File: src/rtl/ftoi_pipe.sv
// Pipelined float32 -> INT_W-bit integer converter with valid/ready flow control.
// Optional macro FTOI_STICKY_FLAGS_EN adds flag_clr and sticky nv/nx flag outputs.
module ftoi_pipe #(
  parameter int INT_W  = 32,
  parameter int STAGES = 2
) (
  input  logic             clk,
  input  logic             rst,
`ifdef FTOI_STICKY_FLAGS_EN
  input  logic             flag_clr,
  output logic             flag_nv_sticky,
  output logic             flag_nx_sticky,
`endif
  input  logic             in_valid,
  output logic             in_ready,
  input  logic [31:0]      x,
  input  logic [1:0]       rm,
  input  logic             is_unsigned,
  output logic             out_valid,
  input  logic             out_ready,
  output logic [INT_W-1:0] y,
  output logic             nv,
  output logic             nx
);

  localparam int W = INT_W + 25;
  localparam logic [7:0]     OVF_E = 8'(127 + INT_W);
  localparam logic [INT_W:0] HALF  = {2'b01, {(INT_W-1){1'b0}}};
  localparam logic [INT_W-1:0] MAXS = {1'b0, {(INT_W-1){1'b1}}};
  localparam logic [INT_W-1:0] MINS = {1'b1, {(INT_W-1){1'b0}}};

  typedef enum logic [1:0] {
    RM_RNA = 2'b00,
    RM_RTZ = 2'b01,
    RM_RNE = 2'b10,
    RM_RDN = 2'b11
  } rm_e;

  typedef struct packed {
    logic             s;
    logic [INT_W-1:0] mag;
    logic             g;
    logic             st;
    logic             nan;
    logic             big;
    rm_e              rm;
    logic             uns;
  } align_t;

  // ---------------- alignment ----------------
  logic [7:0]   e;
  logic [22:0]  m;
  logic [23:0]  mant;
  logic [7:0]   sh;
  logic [W-1:0] field;
  align_t       a_in;

  always_comb begin
    a_in  = '0;
    e     = x[30:23];
    m     = x[22:0];
    mant  = {e != 8'd0, m};
    sh    = e - 8'd126;
    // binary point sits between field[24] and field[23]
    field = {{(W-24){1'b0}}, mant} << sh;
    a_in.s   = x[31];
    a_in.rm  = rm_e'(rm);
    a_in.uns = is_unsigned;
    a_in.nan = (e == 8'hFF) && (m != '0);
    a_in.big = ((e == 8'hFF) && (m == '0)) ||
               ((e != 8'hFF) && (e >= OVF_E || field[W-1]));
    if (e < 8'd126) begin
      a_in.st = |mant;
    end else if (!a_in.nan && !a_in.big) begin
      a_in.mag = field[INT_W+23:24];
      a_in.g   = field[23];
      a_in.st  = |field[22:0];
    end
  end

  // ---------------- flow control ----------------
  logic [STAGES-1:0] v;
  logic [STAGES-1:0] ld;
  logic              acc;

  always_comb begin
    ld  = '0;
    acc = out_ready;
    for (int unsigned k = 0; k < STAGES; k++) begin
      acc              = !v[STAGES-1-k] || acc;
      ld[STAGES-1-k]   = acc;
    end
  end

  assign in_ready  = ld[0];
  assign out_valid = v[STAGES-1];

  always_ff @(posedge clk) begin
    if (rst) begin
      v <= '0;
    end else begin
      if (ld[0]) v[0] <= in_valid;
      for (int unsigned k = 1; k < STAGES; k++)
        if (ld[k]) v[k] <= v[k-1];
    end
  end

  // ---------------- alignment registers ----------------
  align_t a_last;

  generate
    if (STAGES == 1) begin : g_direct
      assign a_last = a_in;
    end else begin : g_regs
      align_t a_q [STAGES-1];
      always_ff @(posedge clk) begin
        if (rst) begin
          for (int unsigned i = 0; i < STAGES-1; i++) a_q[i] <= '0;
        end else begin
          if (ld[0]) a_q[0] <= a_in;
          for (int unsigned i = 1; i < STAGES-1; i++)
            if (ld[i]) a_q[i] <= a_q[i-1];
        end
      end
      assign a_last = a_q[STAGES-2];
    end
  endgenerate

  // ---------------- round / saturate / negate ----------------
  logic             inc;
  logic             nx_raw;
  logic [INT_W:0]   mag_r;
  logic [INT_W:0]   neg;
  logic [INT_W-1:0] y_d;
  logic             nv_d;
  logic             nx_d;

  always_comb begin
    case (a_last.rm)
      RM_RNA:  inc = a_last.g;
      RM_RTZ:  inc = 1'b0;
      RM_RNE:  inc = a_last.g && (a_last.st || a_last.mag[0]);
      RM_RDN:  inc = a_last.s && (a_last.g || a_last.st);
      default: inc = 1'b0;
    endcase
    nx_raw = a_last.g || a_last.st;
    mag_r  = {1'b0, a_last.mag} + {{INT_W{1'b0}}, inc};
    neg    = '0 - mag_r;
    y_d    = '0;
    nv_d   = 1'b0;
    if (a_last.nan) begin
      nv_d = 1'b1;
      y_d  = a_last.uns ? '1 : MAXS;
    end else if (a_last.big) begin
      nv_d = 1'b1;
      if (a_last.s) y_d = a_last.uns ? '0 : MINS;
      else          y_d = a_last.uns ? '1 : MAXS;
    end else if (!a_last.s) begin
      if (a_last.uns) begin
        if (mag_r[INT_W]) begin nv_d = 1'b1; y_d = '1; end
        else              y_d = mag_r[INT_W-1:0];
      end else begin
        if (mag_r >= HALF) begin nv_d = 1'b1; y_d = MAXS; end
        else               y_d = mag_r[INT_W-1:0];
      end
    end else begin
      if (a_last.uns) begin
        nv_d = (mag_r != '0);
      end else begin
        if (mag_r > HALF) begin nv_d = 1'b1; y_d = MINS; end
        else              y_d = neg[INT_W-1:0];
      end
    end
    nx_d = nx_raw && !nv_d;
  end

  always_ff @(posedge clk) begin
    if (rst) begin
      y  <= '0;
      nv <= 1'b0;
      nx <= 1'b0;
    end else if (ld[STAGES-1]) begin
      y  <= y_d;
      nv <= nv_d;
      nx <= nx_d;
    end
  end

`ifdef FTOI_STICKY_FLAGS_EN
  // a setting transfer overrides a simultaneous clear
  always_ff @(posedge clk) begin
    if (rst) begin
      flag_nv_sticky <= 1'b0;
      flag_nx_sticky <= 1'b0;
    end else begin
      flag_nv_sticky <= (flag_nv_sticky && !flag_clr) || (out_valid && out_ready && nv);
      flag_nx_sticky <= (flag_nx_sticky && !flag_clr) || (out_valid && out_ready && nx);
    end
  end
`endif

endmodule

File: config.mk
export PLATFORM = sky130hd
export DESIGN_NAME = ftoi_pipe
export DESIGN_NICKNAME = d
export VERILOG_FILES = /design/src/rtl/ftoi_pipe.sv
export SDC_FILE = /design/constraint.sdc
export NUM_CORES = 1
export LEC_CHECK = 0
export ABC_AREA = 0
export BUFFER_PORTS_ARGS = -buffer_cell sky130_fd_sc_hd__buf_4
export CAP_MARGIN = 10
export CORE_ASPECT_RATIO = 1.4
export CORE_UTILIZATION = 40
export DETAILED_ROUTE_END_ITERATION = 7
export MAX_ROUTING_LAYER = met4
export SETUP_SLACK_MARGIN = 0.1
export SYNTH_ARGS = -nofsm -noshare
export SYNTH_HDL_FRONTEND = slang
export SYNTH_SLANG_ARGS = --single-unit
File: constraint.sdc
create_clock -name clk -period 5.35 [get_ports clk]
set_input_delay 1.07 -clock clk [delete_from_list [all_inputs] [get_ports clk]]
set_output_delay 1.07 -clock clk [all_outputs]
set_load 0.02 [all_outputs]
# == Word-level counts from Yosys, hierarchy flattened ==
# Memory sizes are Yosys's and may differ from the RTL's.
# Cells that the tools add are included.
# W data, S select, Z words.
# word_totals
register_bits,36
latchBits,0
ramBits,40
mem_bits_ro,0
input_bits,39
output_inout_bits,36
wordCells,75
n_memories,1
# mem_list
memory,depth,width,rd,rd_clocked_by_memory_dff,write_ports,line_no,source
g_regs.a_q,1,40,1,0,1,115,align_t a_q [STAGES-1];
# classes
add_sub_neg,3
multipliers,0
div,0
magnitude_cmp,4
n_eq_ne,5
n_shift,1
muxes,30
bitwise,0
reduce_logical,26
# ops
operator,n
$mux W32,11
$shl A24 B8 Y57,1
$mux W40,1
$reduce_or A40 Y1,1
$mux W34,1
$add A32 B1 Y33,1
$ge A33 B32 Y1 const B,1
$gt A33 B32 Y1 const B,1
$mux W33,1
$reduce_bool A33 Y1,1
$sub A1 B32 Y32 const A,1
$reduce_or A24 Y1,1
$logic_not A23 Y1,1
$reduce_bool A23 Y1,1
$reduce_or A23 Y1,1
$mux W1,15
$eq A8 B8 Y1 const B,1
$ge A8 B8 Y1 const B,1
$lt A8 B7 Y1 const B,1
$ne A8 B8 Y1 const B,1
$reduce_bool A8 Y1,1
$sub A8 B7 Y8 const B,1
$logic_and A1 B1 Y1,7
$logic_or A1 B1 Y1,6
5 further kinds,10

# == Depth between registers and ports, before layout ==
# Gate-level depths: netlist of run 1.
# depth
depth_word,12
ltp_mapped,20
ltp_nobuf,15

# == Worst setup path after synthesis of run 1 ==
# Ideal clock, no wire load.
# synth_timing
kind,flip-flop to flip-flop
start,memory g_regs.a_q[0][39] (netlist name)
end,register y[20]
setup_time_ns,0.070
arrival_ns,4.361
slack_ns,0.919
stages_incl_launch_ff,19
period_less_slack_ns,4.431
path_cell_list,edfxtp_1 clkbuf_1 clkbuf_1 buf_1 nand2_1 a211oi_1 ha_1 ha_1 buf_2 nand3_2 nor4_2 a31oi_2 nor4_4 nand4_2 o41ai_4 buf_6 nand2_1 o41a_1 a21oi_1
# synth_between
elab_chain_cells,10
elab_cells_between_ends,16
classes_between,2 x add/sub; 2 x order compare; 10 x mux; 1 x reduce/logical; 1 x memory
# synth_rtl
item,line_no,source
start: declaration,115,
$mem_v2 Z1 W40 *,--,
$logic_and A1 B1 Y1,143,RM_RDN: inc = a_last.s && (a_last.g || a_last.st);
$pmux W1 S4,139,case (a_last.rm)
$add A32 B1 Y33,147,"mag_r = {1'b0, a_last.mag} + {{INT_W{1'b0}}, inc};"
$sub A1 B32 Y32 (tied with other cells),148,neg = '0 - mag_r;
"$mux W32, on equally long branches","170, 163",
"$mux W32, on equally long branches","167, 159",
$mux W32,158,end else if (!a_last.s) begin
$mux W32 *,154,end else if (a_last.big) begin
$mux W32 *,151,if (a_last.nan) begin
end signal: assignment,183,y <= y_d;
end: declaration,21,"output logic [INT_W-1:0] y,"
# Mark *: on every way between the ends. The rest lies on a longest branch, timed or not.
# A chain may end at the register's enable or synchronous reset.

# == Worst setup path in the final report of run 1 ==
# layout_timing
start,memory g_regs.a_q[0][1] (netlist name)
end,register y[29]
# layout_between
elab_chain_cells,10
elab_cells_between_ends,18
classes_between,2 x add/sub; 2 x order compare; 3 x eq/ne; 9 x mux; 1 x reduce/logical; 1 x memory
# layout_rtl
item,line_no
$mem_v2 Z1 W40 *,--
$eq A2 B2 Y1 (tied with other cells),139
$pmux W1 S4 *,139
$add A32 B1 Y33 *,147
$sub A1 B32 Y32 (tied with other cells),148
"$mux W32, on equally long branches","170, 163"
"$mux W32, on equally long branches","167, 159"
$mux W32 *,158
$mux W32 *,154
$mux W32 *,151
# Marks and branches as above.

==> results.cfg, run 1 <==
[grt]
antenna_found_initial = 0
grt_pass1_wl_um = 32300
grt.overflow.total = 0
gr-usage-all-layers_pct = 23.3
grt_max_degree = 41
grt_pass1_vias = 6103

[worst_setup_path]
crit_slowest_cell = and3_1
endpoint_kind = flop
r2r_slack_ps = 560
path_class = reg2reg
cpPeakStageDelay_ps = 700
r2r_cells = 16
path_cells = nor4b_1, a211oi_1, ha_1, ha_1, inv_1, ha_1, or4b_1, o31ai_1, o21ai_1, and3b_1, nand3_1, buf_4, o41ai_4, and3_1, o311ai_0, a31oi_1
crit_fanout = 20
worstReg2RegEnd = y[29]$_SDFFE_PP0P_
critPathArrivalTime_ps = 5070
cp-start-kind = flop
required_ps = 5620
r2r_start = g_regs.a_q[0][1]$_SDFFCE_PN0P_
cpMostUsedCell = ha_1

[hold_path]
hold_path_class = reg2reg
hold_end = nx$_SDFFE_PP0P_
min_path_cells = 2
min_from = nx$_SDFFE_PP0P_

[logic_synthesis]
synth_seq_cells = 76
synth_area_leaders = edfxtp_1 17%, dfxtp_1 10%, nor2_1 5.8%, mux2i_1 4.7%, o21ai_0 4.4%
synth_area_per_cell_um2 = 7.91
yosysTopAreaCell = edfxtp_1
ys_seq_area_share_pct = 27.5
synth_cell_type_count = 75
synth_most_common_cell = nor2_1
synthCells = 884
synthTopCellsByCount = 109 x nor2_1, 70 x nand2_1, 62 x o21ai_0
synth_edf_count = 40
ys.flop_type = edfxtp_1
syn_nets = 927
synth_warnings = 0
synth.top_cell.area_share_pct = 17.2
netlist_area_um2 = 7000
synthArstFlopShare_pct = 0

[final_layout]
insertedDiodeCount = 0
nets = 969
drive_gt1_share_pct = 17.8
stdcell_count = 1163
syn2layout_area_growth_pct = 15.3

[die]
fp.dieW_um = 114
die_h_um = 158
initial_core_util_pct = 41.3
boundaryPins = 75
coreArea_um2 = 17000
num_rows = 56
dieArea_um2 = 18000

[clock_tree]
clk_latency_ps = 340
cts_max_path_buffers = 2
hold_buffers = 0
h-tree-depth = 3
post_cts_buffers = 0
ctsResizeCount = 0
cts_made_buffers = 9
cts_root_buf = clkbuf_16
path_clk_slew_ps = 70
cts_tree = yes
clkSinkCount = 76

[place]
place_congestion = 0.946
dp.cells = 1146
hpwl_um = 15600
io_buffer_count = 74

[routing]
drtIter0Drc = 540
vias_per_cell = 5.77
drc_errors = 0
first_pass_iters = 6
routedWlPerCell_um = 17.3
num_vias = 6706
wirelength_um = 20100
antenna_left = 0

[pwr]
p_per_area_nw_per_um2 = 238
leakagePower_nw = 3.08
vdd.ir_drop.worst_v = 0.000119

[sta]
final.setup.tns_ps = 0
finalMaxSlewViolations = 0
finalSetupViolations = 0
rsz0062_at_grt = false
min_period_over_period_pct = 89.6
hold_viol = 0
tightest_slew_ps = 1090
clock_skew_ps = 11.5
max_slew_margin_pct = 27.2
layout_min_cycle_time_ps = 4790
max_freq_mhz = 209
holdWs_ps = 467

[status]
outcome = complete, no violations

[run]
cap_violations = 0
==> metal layers <==
metal | part of all wire (%) | vias to the layer above | GRT usage (%)
met5 | 0 | - | -
met4 | 3.6 | 0 | 10.8
met3 | 2.8 | 42 | 2.74
met2 | 52 | 178 | 40.7
met1 | 42 | 3088 | 26.6
li1 | - | 3398 | -
==> flip-flops by register name, indices dropped and copies added (netlist names) <==
signal,flops
nx,1
g_regs.a_q,40
nv,1
v,2
y,32
==> critical path: cells and delay by family, from the launching register on <==
| family | cells | cell delay [ps] |
|---|---|---|
| simple gates | 5 | 1910 |
| compound gates | 6 | 1280 |
| fa+ha+maj | 3 | 860 |
| flops | 1 | 410 |
| buf+inv | 2 | 260 |
==> logic make-up (layout without fill, tap and decap cells) <==
logic type,after synthesis,count (layout),synth area share (%)
and+or+nand+nor,379,379,28.8
AOI/OAI and AO/OA,242,242,22.2
buffers and inverters,79,126,4.85
DFF,76,76,27.5
muxes,57,57,10.0
xor gates and xnor gates,47,47,5.88
adders and majority gates,4,4,0.715
==> layout make-up <==
type / instances / area (µm²)
clock buffer: 9 / 225
clock inverter: 7 / 81.3
fill: 1717 / 8890
inverter: 11 / 41.3
multi-input combinational: 729 / 4760
sequential: 76 / 1920
tap: 232 / 290
timing repair buffer: 99 / 747
==> metrics by stage <==
stage	worst slack (ps)	power, W	util (%)	instance area (µm²)
finish	557	0.00192	47.6	8060
global route	227	0.00201	47.6	8060
CTS	588	0.00192	47.5	8050
detailed placement	601	0.00130	45.7	7740
global placement	609	0.00130	45.7	7740
floorplan	919	0.00110	-	7000
==> where the power goes <==
part	internal, W	total (W)	switching, W
clock	0.000368	0.000625	0.000257
combinational	0.000247	0.000617	0.000370
sequential	0.000647	0.000675	0.0000276
==> layout by cell type (no fill, tap or decap), types with 29 or more instances in the layout <==
master    instances
nor2_1          109
buf_4            98
nand2_1          70
o21ai_0          62
a21oi_1          52
nand3_1          41
edfxtp_1         40
dfxtp_1          36
mux2i_1          33
a31oi_1          29
==> worst max-delay path by stage <==
| stage | slack [ps] | endpoint | cells past startpoint | from |
|---|---|---|---|---|
| floorplan | 920 | y[20]$_SDFFE_PP0P_ | 18 | g_regs.a_q[0][39]$_SDFFCE_PN0P_ |
| global placement | 610 | y[29]$_SDFFE_PP0P_ | 16 | g_regs.a_q[0][1]$_SDFFCE_PN0P_ |
| detailed placement | 600 | y[29]$_SDFFE_PP0P_ | 16 | g_regs.a_q[0][5]$_SDFFCE_PN0P_ |
| CTS | 590 | y[29]$_SDFFE_PP0P_ | 16 | g_regs.a_q[0][5]$_SDFFCE_PN0P_ |
| global route | 230 | y[3]$_SDFFE_PP0P_ | 16 | g_regs.a_q[0][1]$_SDFFCE_PN0P_ |
| finish | 560 | y[29]$_SDFFE_PP0P_ | 16 | g_regs.a_q[0][1]$_SDFFCE_PN0P_ |
No activity file was read; power rests on OpenSTA's default activity.
==> run 2: changes to the inputs <==
- CTS_BUF_LIST: default -> sky130_fd_sc_hd__clkbuf_4 sky130_fd_sc_hd__clkbuf_8
- PLACE_DENSITY: default -> 0.59
==> run 2 against run 1 <==
  * Cell count is the same
  * Clock power shrank 26%
  * Largest power group unchanged
  * Count of clock-buffer cells in the layout is the same
==> results.cfg, run 2 (synthesis gave the netlist of run 1 again) <==
[routing]
antenna_left = 0
num_vias = 6847
drc_errors = 0
first_pass_iters = 5
wirelength_um = 20800
vias_per_cell = 5.89
drtIter0Drc = 592
routedWlPerCell_um = 17.9

[pwr]
p_per_area_nw_per_um2 = 221
p_int_w = 0.00112
pwr-share-clk_pct = 26.3
vdd.ir_drop.worst_v = 0.0000949
p_switching_w = 0.000644
swShare_pct = 36.5
leakagePower_nw = 3.04
power_frac_comb_pct = 35.5
p_seq_share_pct = 38.2

[worst_setup_path]
critPathArrivalTime_ps = 4930
r2r_start = g_regs.a_q[0][1]$_SDFFCE_PN0P_
r2r_slack_ps = 720
crit_fanout = 20
r2r_cells = 15
endpoint_kind = flop
required_ps = 5650
worstReg2RegEnd = y[3]$_SDFFE_PP0P_
cp-start-kind = flop
path_class = reg2reg

[final_layout]
drive_gt1_share_pct = 17.9
final_cell_mix = 109 x nor2_1, 98 x buf_4, 70 x nand2_1
largestRegisters = g_regs.a_q (40), y (32), v (2)
nFillCells = 1739
nets = 969
insertedDiodeCount = 0
largest_reg_flops = 40
final_common_cell = nor2_1
syn2layout_area_growth_pct = 13.9
regMostFlops = g_regs.a_q
fin_area_um2 = 7970
final_util_pct = 47.0

[run]
cap_violations = 0

[die]
coreArea_um2 = 17000
initial_core_util_pct = 41.3
die_h_um = 158
boundaryPins = 75
num_rows = 56
fp.dieW_um = 114
dieArea_um2 = 18000

[grt]
grt_pass1_vias = 6258
grt.overflow.total = 0
grt_max_degree = 41
gr-usage-all-layers_pct = 24.1
grt_pass1_wl_um = 33100
antenna_found_initial = 0

[place]
placed_area_um2 = 7740
io_buffer_count = 74
place_congestion = 0.966
dp_worst_setup_slack_ps = 430
hpwl_um = 16100

[sta]
max_freq_mhz = 216
finalMaxSlewViolations = 0
tightest_slew_ps = 1110
finalSetupViolations = 0
clock_skew_ps = 10.7
fin_ws_ps = 716
layout_min_cycle_time_ps = 4630
rsz0062_at_grt = false
hold_viol = 0
min_period_over_period_pct = 86.6
max_slew_margin_pct = 26.0
final.setup.tns_ps = 0

[clock_tree]
path_clk_slew_ps = 90
cts_max_path_buffers = 2
clk_latency_ps = 370
cts_made_buffers = 9
cts_root_buf = clkbuf_8
h-tree-depth = 3
cts_tree = yes
hold_buffers = 0
clkSinkCount = 76

[hold_path]
hold_end = nx$_SDFFE_PP0P_
hold_path_class = reg2reg
min_path_cells = 2
min_from = nx$_SDFFE_PP0P_

[status]
outcome = complete, no violations
## run 2: stage by stage
step                      hold WS [ps]  total power (W)  std cells
after CTS                          463          0.00177       1162
after global routing               500          0.00186       1163
after floorplan                    486          0.00110        884
after detailed placement           451          0.00131       1146
final                              462          0.00176       1163
after global placement             450          0.00131       1146
## run 2: metal layers
metal / track usage [%] / routed length (µm)
met1: 27.0 / 8600
met2: 42.4 / 10600
met3: 2.40 / 647
met4: 12.5 / 951
met5: - / 0
## run 2: area by class of cell
class / count / area, µm² / share of cell area [%]
multi-input combinational: 729 / 4760 / 59.7
clock inverter: 7 / 81.3 / 1.02
inverter: 11 / 41.3 / 0.518
clock buffer: 9 / 124 / 1.55
timing repair buffer: 99 / 751 / 9.42
sequential: 76 / 1920 / 24.1
tap: 232 / 290 / 3.64
## run 2: repair_timing
action                                  CTS  global route
resized for setup                         0             1
buffers inserted                          0             0
endpoints found under the setup margin    0             3
## run 2: worst max-delay path by stage
stage,cells past startpoint,end,startpoint,slack [ps]
3_3_place_gp,15,y[29]$_SDFFE_PP0P_,g_regs.a_q[0][1]$_SDFFCE_PN0P_,560
3_5_place_dp,15,y[29]$_SDFFE_PP0P_,g_regs.a_q[0][1]$_SDFFCE_PN0P_,430
2_1_floorplan,18,y[20]$_SDFFE_PP0P_,g_regs.a_q[0][39]$_SDFFCE_PN0P_,920
5_1_grt,15,y[3]$_SDFFE_PP0P_,g_regs.a_q[0][1]$_SDFFCE_PN0P_,240
6_report,15,y[3]$_SDFFE_PP0P_,g_regs.a_q[0][1]$_SDFFCE_PN0P_,720
4_1_cts,15,y[29]$_SDFFE_PP0P_,g_regs.a_q[0][1]$_SDFFCE_PN0P_,400
## run 2: power groups by stage
stage | Clock, W | Combinational, W | Sequential [W]
floorplan | 0 | 0.000392 | 0.000709
global placement | 0 | 0.000619 | 0.000687
detailed placement | 0 | 0.000618 | 0.000688
CTS | 0.000475 | 0.000620 | 0.000675
global route | 0.000500 | 0.000682 | 0.000680
finish | 0.000463 | 0.000626 | 0.000675
## run 2: worst max-delay path, stage by stage (launching register included)
cell and delay, ps:
edfxtp_1 410, nor4b_1 330, a211oi_1 90, ha_1 260, ha_1 400, inv_1 90, ha_1 200, or4b_1 440
o31ai_1 110, o21ai_1 190, and3b_1 330, nand3_1 180, o41ai_4 580, and3_2 530, o311ai_0 220, a31oi_1 190
